<file path="config.mk">
export PLATFORM = sky130hd
export DESIGN_NAME = mem_wb_stage
export DESIGN_NICKNAME = d
export VERILOG_FILES = /design/src/rtl/y86_pkg.sv /design/src/rtl/mem_access_fsm.sv /design/src/rtl/mem_wb_stage.sv
export SDC_FILE = /design/constraint.sdc
export NUM_CORES = 1
export LEC_CHECK = 0
export ABC_AREA = 1
export ABC_CLOCK_PERIOD_IN_PS = 4130
export BUFFER_PORTS_ARGS = -buffer_cell sky130_fd_sc_hd__buf_2
export CAP_MARGIN = 20
export CORE_AREA = 2 2 213 215
export CTS_CLUSTER_SIZE = 20
export DETAILED_ROUTE_END_ITERATION = 10
export DIE_AREA = 0 0 215 217
export GPL_TIMING_DRIVEN = 0
export HOLD_SLACK_MARGIN = 0.15
export PLACE_DENSITY = 0.51
export SYNTH_ARGS = -nofsm -noshare
export SYNTH_HDL_FRONTEND = slang
export SYNTH_SLANG_ARGS = --single-unit
</file>
<file path="constraint.sdc">
create_clock -name clk -period 4.13 [get_ports clk]
set_input_delay 0 -clock clk [delete_from_list [all_inputs] [get_ports clk]]
set_output_delay 0 -clock clk [all_outputs]
set_load 0.1 [all_outputs]
</file>
<file path="src/rtl/y86_pkg.sv">
// Shared Y86-64 encodings used by the memory/write-back stage.
// The helpers classify an icode by the kind of data-memory access it makes.
package y86_pkg;

    localparam logic [3:0] NOP    = 4'h1;
    localparam logic [3:0] RMMOVQ = 4'h4;
    localparam logic [3:0] MRMOVQ = 4'h5;
    localparam logic [3:0] CALL   = 4'h8;
    localparam logic [3:0] RET    = 4'h9;
    localparam logic [3:0] PUSHQ  = 4'hA;
    localparam logic [3:0] POPQ   = 4'hB;

    localparam logic [1:0] AOK = 2'd0;
    localparam logic [1:0] HLT = 2'd1;
    localparam logic [1:0] ADR = 2'd2;
    localparam logic [1:0] INS = 2'd3;

    localparam logic [3:0] RNONE = 4'hF;

    function automatic logic is_mem_read(input logic [3:0] icode);
        return (icode == MRMOVQ) || (icode == POPQ) || (icode == RET);
    endfunction

    function automatic logic is_mem_write(input logic [3:0] icode);
        return (icode == RMMOVQ) || (icode == PUSHQ) || (icode == CALL);
    endfunction

    // Pops and returns read through the old stack pointer carried in valA.
    function automatic logic addr_from_vala(input logic [3:0] icode);
        return (icode == POPQ) || (icode == RET);
    endfunction

endpackage

</file>
<file path="src/rtl/mem_access_fsm.sv">
// Two-state data-memory handshake: issues req, holds it until ack, and
// reports busy while the access is outstanding. Ack may land in the request cycle.
module mem_access_fsm (
    input  logic clk,
    input  logic rst_n,
    input  logic access_i,
    input  logic ack_i,
    output logic req_o,
    output logic busy_o
);

    localparam logic [0:0] S_IDLE = 1'b0;
    localparam logic [0:0] S_WAIT = 1'b1;

    logic [0:0] state_q;
    logic [0:0] state_d;

    // Gating with rst_n drops req in the very cycle reset asserts, so a late ack is never seen.
    assign req_o  = rst_n && ((state_q == S_WAIT) || access_i);
    assign busy_o = req_o && !ack_i;

    always_comb begin
        state_d = state_q;
        case (state_q)
            S_IDLE:  if (access_i && !ack_i) state_d = S_WAIT;
            S_WAIT:  if (ack_i)              state_d = S_IDLE;
            default:                         state_d = S_IDLE;
        endcase
    end

    always_ff @(posedge clk or negedge rst_n) begin
        if (!rst_n) state_q <= S_IDLE;
        else        state_q <= state_d;
    end

endmodule

</file>
<file path="src/rtl/mem_wb_stage.sv">
// Y86-64 memory stage plus the W pipeline register. Address checking and
// status live here; the request/ack sequencing lives in mem_access_fsm.
module mem_wb_stage
    import y86_pkg::*;
#(
    parameter int DMEM_BYTES = 1024,
    parameter int XLEN       = 64
) (
    input  logic            clk,
    input  logic            rst_n,
    input  logic [1:0]      M_stat,
    input  logic [3:0]      M_icode,
    input  logic            M_cnd,
    input  logic [XLEN-1:0] M_valE,
    input  logic [XLEN-1:0] M_valA,
    input  logic [3:0]      M_dstE,
    input  logic [3:0]      M_dstM,
    input  logic            W_stall,
    output logic            dmem_req,
    output logic            dmem_we,
    output logic [XLEN-1:0] dmem_addr,
    output logic [XLEN-1:0] dmem_wdata,
    input  logic [XLEN-1:0] dmem_rdata,
    input  logic            dmem_ack,
    output logic [1:0]      m_stat,
    output logic [XLEN-1:0] m_valM,
    output logic            mem_busy,
    output logic [1:0]      W_stat,
    output logic [3:0]      W_icode,
    output logic [XLEN-1:0] W_valE,
    output logic [XLEN-1:0] W_valM,
    output logic [3:0]      W_dstE,
    output logic [3:0]      W_dstM
);

    // Highest legal start address for an 8-byte access.
    localparam logic [XLEN-1:0] ADDR_MAX = XLEN'(DMEM_BYTES - 8);

    logic            rd_op;
    logic            wr_op;
    logic            eligible;
    logic            addr_err;
    logic            access;
    logic [XLEN-1:0] addr;
    logic            unused_cnd;

    assign unused_cnd = M_cnd;

    assign rd_op    = is_mem_read(M_icode);
    assign wr_op    = is_mem_write(M_icode);
    assign addr     = addr_from_vala(M_icode) ? M_valA : M_valE;
    assign eligible = (rd_op || wr_op) && (M_stat == AOK);
    assign addr_err = eligible && (addr > ADDR_MAX);
    assign access   = eligible && !addr_err;

    mem_access_fsm u_fsm (
        .clk      (clk),
        .rst_n    (rst_n),
        .access_i (access),
        .ack_i    (dmem_ack),
        .req_o    (dmem_req),
        .busy_o   (mem_busy)
    );

    assign dmem_we    = wr_op;
    assign dmem_addr  = addr;
    assign dmem_wdata = M_valA;

    assign m_stat = addr_err ? ADR : M_stat;
    assign m_valM = (dmem_req && !dmem_we && dmem_ack) ? dmem_rdata : '0;

    // Stall holds W outright; otherwise an outstanding access becomes a bubble.
    always_ff @(posedge clk or negedge rst_n) begin
        if (!rst_n) begin
            W_stat  <= AOK;
            W_icode <= NOP;
            W_valE  <= '0;
            W_valM  <= '0;
            W_dstE  <= RNONE;
            W_dstM  <= RNONE;
        end else if (W_stall) begin
            W_stat  <= W_stat;
            W_icode <= W_icode;
            W_valE  <= W_valE;
            W_valM  <= W_valM;
            W_dstE  <= W_dstE;
            W_dstM  <= W_dstM;
        end else if (mem_busy) begin
            W_stat  <= AOK;
            W_icode <= NOP;
            W_valE  <= '0;
            W_valM  <= '0;
            W_dstE  <= RNONE;
            W_dstM  <= RNONE;
        end else begin
            W_stat  <= m_stat;
            W_icode <= M_icode;
            W_valE  <= M_valE;
            W_valM  <= m_valM;
            W_dstE  <= M_dstE;
            W_dstM  <= M_dstM;
        end
    end

endmodule
</file>
## Yosys cells after proc, flatten, opt, wreduce, memory -nomap -nowiden

Index checks and enable logic that the tools add are counted.

- Flip-flop bits (word level): 143
- Bits of input ports: 211
- Logic and storage cells: 46

- Eq/ne operators: 6
- Magnitude comparators: 1
- Bitwise operators: 1
- Reductions and logical operators: 19
- Mux-type cells: 12

Operators by type and width:

| cell | count |
|---|---|
| 64-bit 2-to-1 mux | 4 |
| 64-bit by 10-bit greater-than comparator with 1-bit output (second input constant) | 1 |
| 4-bit == test (second input constant) | 4 |
| 4-bit 2-to-1 mux | 3 |
| 4-bit by 3-bit == test with 1-bit output (second input constant) | 2 |
| 1-bit logical AND | 8 |
| 1-bit logical OR | 7 |
| 2-bit 2-to-1 mux | 2 |
| 1-bit logical NOT | 3 |
| 2-bit logical NOT | 1 |
| 1-bit 2-to-1 mux | 2 |
| 1-bit case mux with 2 select lines | 1 |
| 1-bit inverter | 1 |

## Depth between registers and ports, before layout

Gate-level depths: netlist of the first run.

- Depth after elaboration: 14
- Gate-level depth with buffers: 16
- Mapped depth without buffers: 14

## By module

From an unflattened synthesis of the first run, not the netlist that was laid out.

- Cells, all modules: 836
- Area, all modules: 7290.7 µm²

Modules (own cells, without submodules):

| module | cells an instance | sequential area each (µm²) | area each (µm²) | times used |
|---|---|---|---|---|
| mem_wb_stage | 830 | 3564.7 | 7238.2 | 1 |
| mem_access_fsm | 6 | 25.0 | 52.6 | 1 |

## Least setup slack after synthesis of the first run

OpenSTA, ideal clock, no wires.

- Kind: in2out
- Start point: in M_icode[0]
- End point: out dmem_req
- Data arrival time: 3413 ps
- Setup slack: 717 ps
- Stages: 16
- Cell sequence: buf_2 -> buf_2 -> buf_2 -> nand3_1 -> nand2_1 -> nor2_1 -> nand2_1 -> nor2_1 -> nand3_1 -> nor2_1 -> nand3_1 -> nand2_2 -> buf_6 -> buf_6 -> inv_1 -> nor2_1

RTL lines:

| element | line | source |
|---|---|---|
| from (decl) | mem_wb_stage.sv:12 | `input logic [3:0] M_icode,` |
| 4-bit == test | y86_pkg.sv:30 | `return (icode == POPQ) \|\| (icode == RET);` |
| 1-bit logical OR (*) | y86_pkg.sv:30 |  |
| 64-bit 2-to-1 mux (*) | mem_wb_stage.sv:51 | `assign addr = addr_from_vala(M_icode) ? M_valA : M_valE;` |
| net dmem_addr[54] | mem_wb_stage.sv:21 | `output logic [XLEN-1:0] dmem_addr,` |
| 64-bit by 10-bit greater-than comparator with 1-bit output (*) | mem_wb_stage.sv:53 | `assign addr_err = eligible && (addr > ADDR_MAX);` |
| 1-bit logical AND (*) | mem_wb_stage.sv:53 |  |
| 1-bit logical NOT (*) | mem_wb_stage.sv:54 | `assign access = eligible && !addr_err;` |
| 1-bit logical AND (*) | mem_wb_stage.sv:54 |  |
| 1-bit logical OR (*) | mem_access_fsm.sv:19 | `assign req_o = rst_n && ((state_q == S_WAIT) \|\| access_i);` |
| 1-bit logical AND (*) | mem_access_fsm.sv:19 |  |
| to (decl) | mem_wb_stage.sv:19 | `output logic dmem_req,` |

The timed path passes the listed nets; every way through them passes the cells marked *.

## Worst setup path after layout of the first run

- Start point: in M_icode[3]
- End point: out mem_busy

- Longest elaborated chain between the ends: 11

Ends and longest elaborated chain:

| element | line | source |
|---|---|---|
| parallel branches: the longest is 7 deep, another holds 64-bit by 10-bit greater-than comparator with 1-bit output | n/a |  |
| 1-bit logical AND (*) | mem_wb_stage.sv:54 |  |
| 1-bit logical OR (*) | mem_access_fsm.sv:19 |  |
| 1-bit logical AND (*) | mem_access_fsm.sv:19 |  |
| 1-bit logical AND (*) | mem_access_fsm.sv:20 | `assign busy_o = req_o && !ack_i;` |
| to (decl) | mem_wb_stage.sv:27 | `output logic mem_busy,` |

Every way passes the cells marked *.

==> impl_metrics.tcl, run 1 <==
set metrics [dict create \
    cp.arrival_ps 3850 \
    synthArstFlopShare 1.000 \
    combPwrFrac 0.400 \
    pwr-share-clk 0.298 \
    synth.top_cell.area_share 0.4042 \
    finalWorstSetupSlack_ps 279.4 \
    layout-drive-gt1-share 0.3725 \
    h-tree-depth 4 \
    internal_power_mw 2.649 \
    start_util 0.1856 \
    synth_commonest_cells "nand2_1, inv_1, dfrtp_1, nand3_1, nand4_1" \
    grtUsageTotal 0.2137 \
    clk_latency_ps 490 \
    grt_pass1_wl_um 72190 \
    cap_violations 0 \
    post-place-ws_ps 129.5 \
    routed_wl_um 50980 \
    final.setup.tns_ps 0 \
    antenna_found_initial 4 \
    min-delay-start "dmem_ack" \
    period_needed_ps 3851 \
    io_pins 550 \
    required_ps 4130 \
    min_to "u_fsm.state_q" \
    yosysMostFrequentCell "nand2_1" \
    dp_hpwl_um 40580 \
    die_w_um 215 \
    via_per_inst 4.345 \
    startpoint_type "input port" \
    r2r_end "W_dstM[3]" \
    synth_area_sq_um 8297 \
    netSwitchingFraction 0.4711 \
    crit_path_max_fanout 10 \
    setup_viol 0 \
    die_h_um 217 \
    postCtsSetupBuffers 0 \
    drcViolationCount 0 \
    syn_area_per_cell_sq_um 7.329 \
    place.gp.congestion 0.9150 \
    critPathKind "input port to primary output" \
    cts_buffers 17 \
    cts_num_sinks 143 \
    synth-edff-count 0 \
    powerDensity_nw_per_um2 362.3 \
    syn-num-nets 1343 \
    grt_max_degree 78 \
    synth_top_area_cell "dfrtp_1" \
    p_sw_mw 2.360 \
    r2r_cells 6 \
    rows 78 \
    antenna_left 0 \
    max_clock_freq_mhz 259.7 \
    wire_per_inst_um 20.74 \
    synth_cell_type_count 23 \
    p_seq_frac 0.303 \
    ir_worst_vdd_mv 0.2298 \
    nNetsFinal 2053 \
    grt_pass1_vias 10720 \
    synthTopCellsByArea "dfrtp_1, nand2_1, inv_1, nand3_1, nand4_1" \
    io_buffers 546 \
    min_path_cells 3 \
    rr_startpoint "u_fsm.state_q" \
    area_growth_pct 66.64 \
    p_leak_nw 8.535 \
    hold_viol 0 \
    fin_skew_ps 20.31 \
    r2r_slack_ps 2580 \
    drv_slew 0 \
    dieArea_sq_um 46660 \
    tightest_slew_ps 930.7 \
    tritoncts "built" \
    drtIter0Drc 748 \
    firstDrtPassIters 7 \
    status "complete, no violations" \
    synth_seq_cells 143 \
    grt-ovfl-total 0 \
    cts_buffer_depth 2 \
    clk_pin_slew_ps 70 \
    cp-end-kind "primary output" \
    ys.flop_type "dfrtp_1" \
    yosysSeqAreaShare 0.4327 \
    netlist_instances 1132 \
    post-route-period-util 0.9323 \
    worst_hold_slack_ps 220.7 \
    root_buffer "clkbuf_16" \
    vias 10680 \
    slew_headroom 0.3795 \
    yosysWarnings 0 \
    coreArea_sq_um 44700 \
    hold_class "input port to flip-flop" \
]
-- power groups by stage --
| stage | Combinational [mW] | Sequential [mW] | Clock (mW) |
|---|---|---|---|
| global placement | 1.88 | 1.54 | 0 |
| finish | 2.00 | 1.52 | 1.49 |
| global route | 2.07 | 1.52 | 1.59 |
| CTS | 2.01 | 1.51 | 1.55 |
| detailed placement | 1.89 | 1.54 | 0 |
| floorplan | 0.883 | 2.06 | 0 |
-- layer usage --
metal,share of wire,vias to the layer above,track usage
li1,-,4931,-
met4,0.046,2,0.1053
met3,0.071,98,0.05493
met2,0.49,602,0.3687
met1,0.40,5047,0.2464
met5,0.00026,-,0
-- cells in the final DEF, fill, tap and decap left out, drive strengths merged, types with 59 or more instances in the layout --
cell / synthesis / final
o21bai: 65 / 65
dlygate4sd3: 0 / 143
inv: 160 / 163
buf: 94 / 642
nand3: 114 / 114
nor2: 59 / 59
clkbuf: 51 / 70
dfrtp: 134 / 134
nand4: 81 / 81
nand2: 345 / 345
-- state kept, by name, summed over array words and instances (netlist names) --
name and count:
W_stat 2, W_icode 4, W_valM 64, W_dstM 4
W_dstE 4, u_fsm.state_q 1, W_valE 64
-- metrics by stage --
stage / util / power [mW] / instances / instance area [sq um]
global route: 0.3093 / 5.180 / 2457 / 13820
CTS: 0.3090 / 5.075 / 2455 / 13810
global placement: 0.2635 / 3.422 / 2278 / 11780
floorplan: - / 2.940 / 1132 / 8297
detailed placement: 0.2644 / 3.431 / 2279 / 11820
finish: 0.3093 / 5.009 / 2458 / 13830
-- cell families after synthesis --
kind of cell | after synthesis | synth area share
flops | 143 | 0.4327
buf+inv | 306 | 0.1773
compound gates | 81 | 0.07314
simple gates | 602 | 0.3168
-- critical path, stage by stage --
cell             delay (ps)
buf_2                   110
inv_1                   120
nor2_1                   90
clkdlybuf4s15_1         620
nand3_1                 240
nand2_1                 100
nor2_1                  110
nand2_1                 100
nor2_1                  270
nand2_1                  90
nor2_1                  270
nand3_1                 230
nand2_2                 160
nand3_2                 350
buf_4                   340
buf_6                   170
inv_1                    50
buf_2                   410
-- worst max path at each step --
stage                     to       start  slack, ps
global route        mem_busy  M_icode[3]        -20
finish              mem_busy  M_icode[3]        280
CTS                 mem_busy  M_icode[2]        110
detailed placement  mem_busy  M_icode[2]        130
global placement    mem_busy       rst_n       -970
floorplan           dmem_req  M_icode[0]        720
-- area by class of cell --
type,count,area (sq um)
clock inverter,12,88.84
buffer,145,873.3
sequential,143,3590
tap,600,750.7
inverter,161,604.3
antenna,3,7.507
clock buffer,20,446.7
multi-input combinational,683,3236
fill,4926,30870
timing repair buffer,691,4229
-- repair_timing --
action | CTS | global route
resized for setup | 0 | 2
hold buffers | 144 | 0
endpoints found under the setup margin | 0 | 1
endpoints found under the hold margin | 284 | 0
No activity file was read; power rests on OpenSTA's default activity.
==> run 2: changes to the inputs <==
ABC_AREA = 0   (was 1)
BUFFER_PORTS_ARGS = not set   (was -buffer_cell sky130_fd_sc_hd__buf_2)
DONT_BUFFER_PORTS = 1   (was not set)
PLACE_DENSITY = 0.4   (was 0.51)
==> run 2 against run 1 <==
Against the previous run: via count down 26%; synthesized cell count down 17%; worst hold slack worse by 98 ps; count of clock-buffer cells in the layout fell by 2; largest power group is now registers.
==> impl_metrics.tcl, run 2 <==
set metrics [dict create \
    cap_violations 0 \
    synth.top_cell.area_share 0.4167 \
    synth_top_area_cell "dfrtp_1" \
    cts_buffers 17 \
    status "complete, no violations" \
    dp_hpwl_um 38410 \
    synth_commonest_cells "nand2_1, dfrtp_1, nand2b_1, buf_4" \
    grtUsageTotal 0.2064 \
    layout_common_cells "nand2_1, dlygate4sd3_1, dfrtp_1" \
    synth_area_sq_um 8046 \
    synthSimpleGateAreaFrac 0.3163 \
    synth_cell_type_count 34 \
    tritoncts "built" \
    vias 7888 \
    n_fill_cell 4974 \
    synth_mux_area_frac 0.004043 \
    firstDrtPassIters 5 \
    setup_viol 0 \
    ff_latch_area_sq_um 3590 \
    synth_top_family_by_area "simple AND/OR/NAND/NOR gates" \
    clk_latency_ps 450 \
    final.setup.tns_ps 0 \
    multi_input_area_sq_um 3721 \
    area_growth_pct 39.70 \
    syn-num-nets 1155 \
    root_buffer "clkbuf_16" \
    start_util 0.1800 \
    netlist_instances 944 \
    io_buffers 0 \
    grt_max_degree 144 \
    crit_path_start "M_icode[2]" \
    synth-edff-count 0 \
    fin_skew_ps 6.670 \
    coreArea_sq_um 44700 \
    antenna_left 0 \
    yosysMostFrequentCell "nand2_1" \
    max_clock_freq_mhz 269.4 \
    slew_headroom 0.2293 \
    startpoint_type "input port" \
    layout.cells.non_filler 1755 \
    post-route-period-util 0.8988 \
    die_w_um 215 \
    powerDensity_nw_per_um2 428.2 \
    yosysSeqAreaShare 0.4461 \
    clk_pin_slew_ps 70 \
    synth_compound_area_frac 0.1339 \
    cp.arrival_ps 3710 \
    die_h_um 217 \
    antenna_found_initial 4 \
    p_leak_nw 4.986 \
    drv_slew 0 \
    grt-ovfl-total 0 \
    synthTopCellsByArea "dfrtp_1, nand2_1, a22o_1, buf_4, nand2b_1" \
    rr_startpoint "u_fsm.state_q" \
    drcViolationCount 0 \
    period_needed_ps 3712 \
    hold_viol 0 \
    hold_class "input port to async pin" \
    syn_area_per_cell_sq_um 8.524 \
    post-place-ws_ps 10.15 \
    finalWorstSetupSlack_ps 417.8 \
    rows 78 \
    cts_buffer_depth 2 \
    rsz0062_at_grt "no" \
    r2r_end "W_dstE[3]" \
    ir_worst_vdd_mv 0.2014 \
    top_regs "W_valE: 64 flops, W_valM: 64 flops" \
    via_per_inst 4.495 \
    routed_wl_um 49460 \
    io_pins 550 \
    cts_num_sinks 143 \
    synthXorXnorAreaFrac 0 \
    placed_cells 1547 \
    h-tree-depth 4 \
    tightest_slew_ps 1161 \
    required_ps 4130 \
    critPathKind "input port to primary output" \
    fin_util 0.2515 \
    cp-end-kind "primary output" \
    synthAdderAreaFrac 0 \
    r2r_cells 5 \
    crit_path_max_fanout 10 \
    synth_seq_cells 143 \
    drtIter0Drc 676 \
    synthArstFlopShare 1.000 \
    grt_pass1_wl_um 67190 \
    nNetsFinal 1345 \
    dieArea_sq_um 46660 \
    yosysWarnings 0 \
    wire_per_inst_um 28.18 \
    p_total_mw 4.814 \
    grt_pass1_vias 8215 \
    place.gp.congestion 0.8868 \
    ys.flop_type "dfrtp_1" \
    layout-drive-gt1-share 0.1630 \
    final_common_cell "nand2_1" \
    r2r_slack_ps 1920 \
]
## run 2: cell count changes in the layout (fill, tap and decap cells not counted), moves of 65 or more
cell / delta
buf_2: -554
inv_1: -156
nand2_1: -88
nand2b_1: +77
nand3_1: -108
nand4_1: -73
o21bai_1: -65
## run 2: how the worst max path moves through the flow
| stage | slack, ps | cells after the start | end |
|---|---|---|---|
| floorplan | 1150 | 5 | dmem_req |
| global placement | 50 | 9 | m_valM[63] |
| detailed placement | 10 | 9 | m_valM[63] |
| CTS | 40 | 9 | m_valM[47] |
| global route | 1 | 9 | m_valM[41] |
| finish | 420 | 9 | m_valM[33] |
## run 2: stage by stage
step | hold slack, ps | instance area (sq um)
final | 122.5 | 11240
after global placement | -288.6 | 8797
after global routing | 176.9 | 11230
after floorplan | -295.6 | 8046
after detailed placement | -289.8 | 8861
after CTS | 154.2 | 11160
## run 2: metal layers
metal / track usage / wire, um / share of wire / vias to the layer above
met5: 0 / 0 / 0 / -
met4: 0.1421 / 3200 / 0.065 / 0
met3: 0.07100 / 4676 / 0.095 / 103
met2: 0.3611 / 24560 / 0.50 / 513
met1: 0.2077 / 17030 / 0.34 / 3830
li1: - / - / - / 3442
## run 2: logic make-up after synthesis
kind of cell	Yosys count
and+or+nand+nor	512
AOI/OAI and AO/OA	151
muxes	3
DFF	143
buffers and inverters	135
## run 2: power breakdown
group          internal [mW]  total (mW)  switching [mW]
clock network          0.915        1.62           0.708
logic                  0.252        1.13           0.877
registers               1.47        2.06           0.593
## run 2: final cells by class
type | count | area share
Timing Repair Buffer | 171 | 0.1563
Clock buffer | 18 | 0.03907
Inverter | 3 | 0.001002
Tap cell | 600 | 0.06679
Sequential cell | 143 | 0.3193
Buffer | 132 | 0.07090
Clock inverter | 14 | 0.01380
Multi-Input combinational cell | 666 | 0.3310
Antenna cell | 8 | 0.001781
## run 2: worst max-delay path: stages
cell and delay, ps:
and3b_1 250, clkdlybuf4s15_1 720, nand3_1 130, nor4_1 590
o2111ai_2 350, a211oi_2 310, buf_2 310, buf_2 250
and2_1 790
## run 2: what timing repair did
item / 4_1_cts / 5_1_grt
resized for setup: 1 / 49
hold buffers: 168 / 0
endpoints found under the hold margin: 286 / 0
setup buffers: 0 / 0
endpoints found under the setup margin: 1 / 63
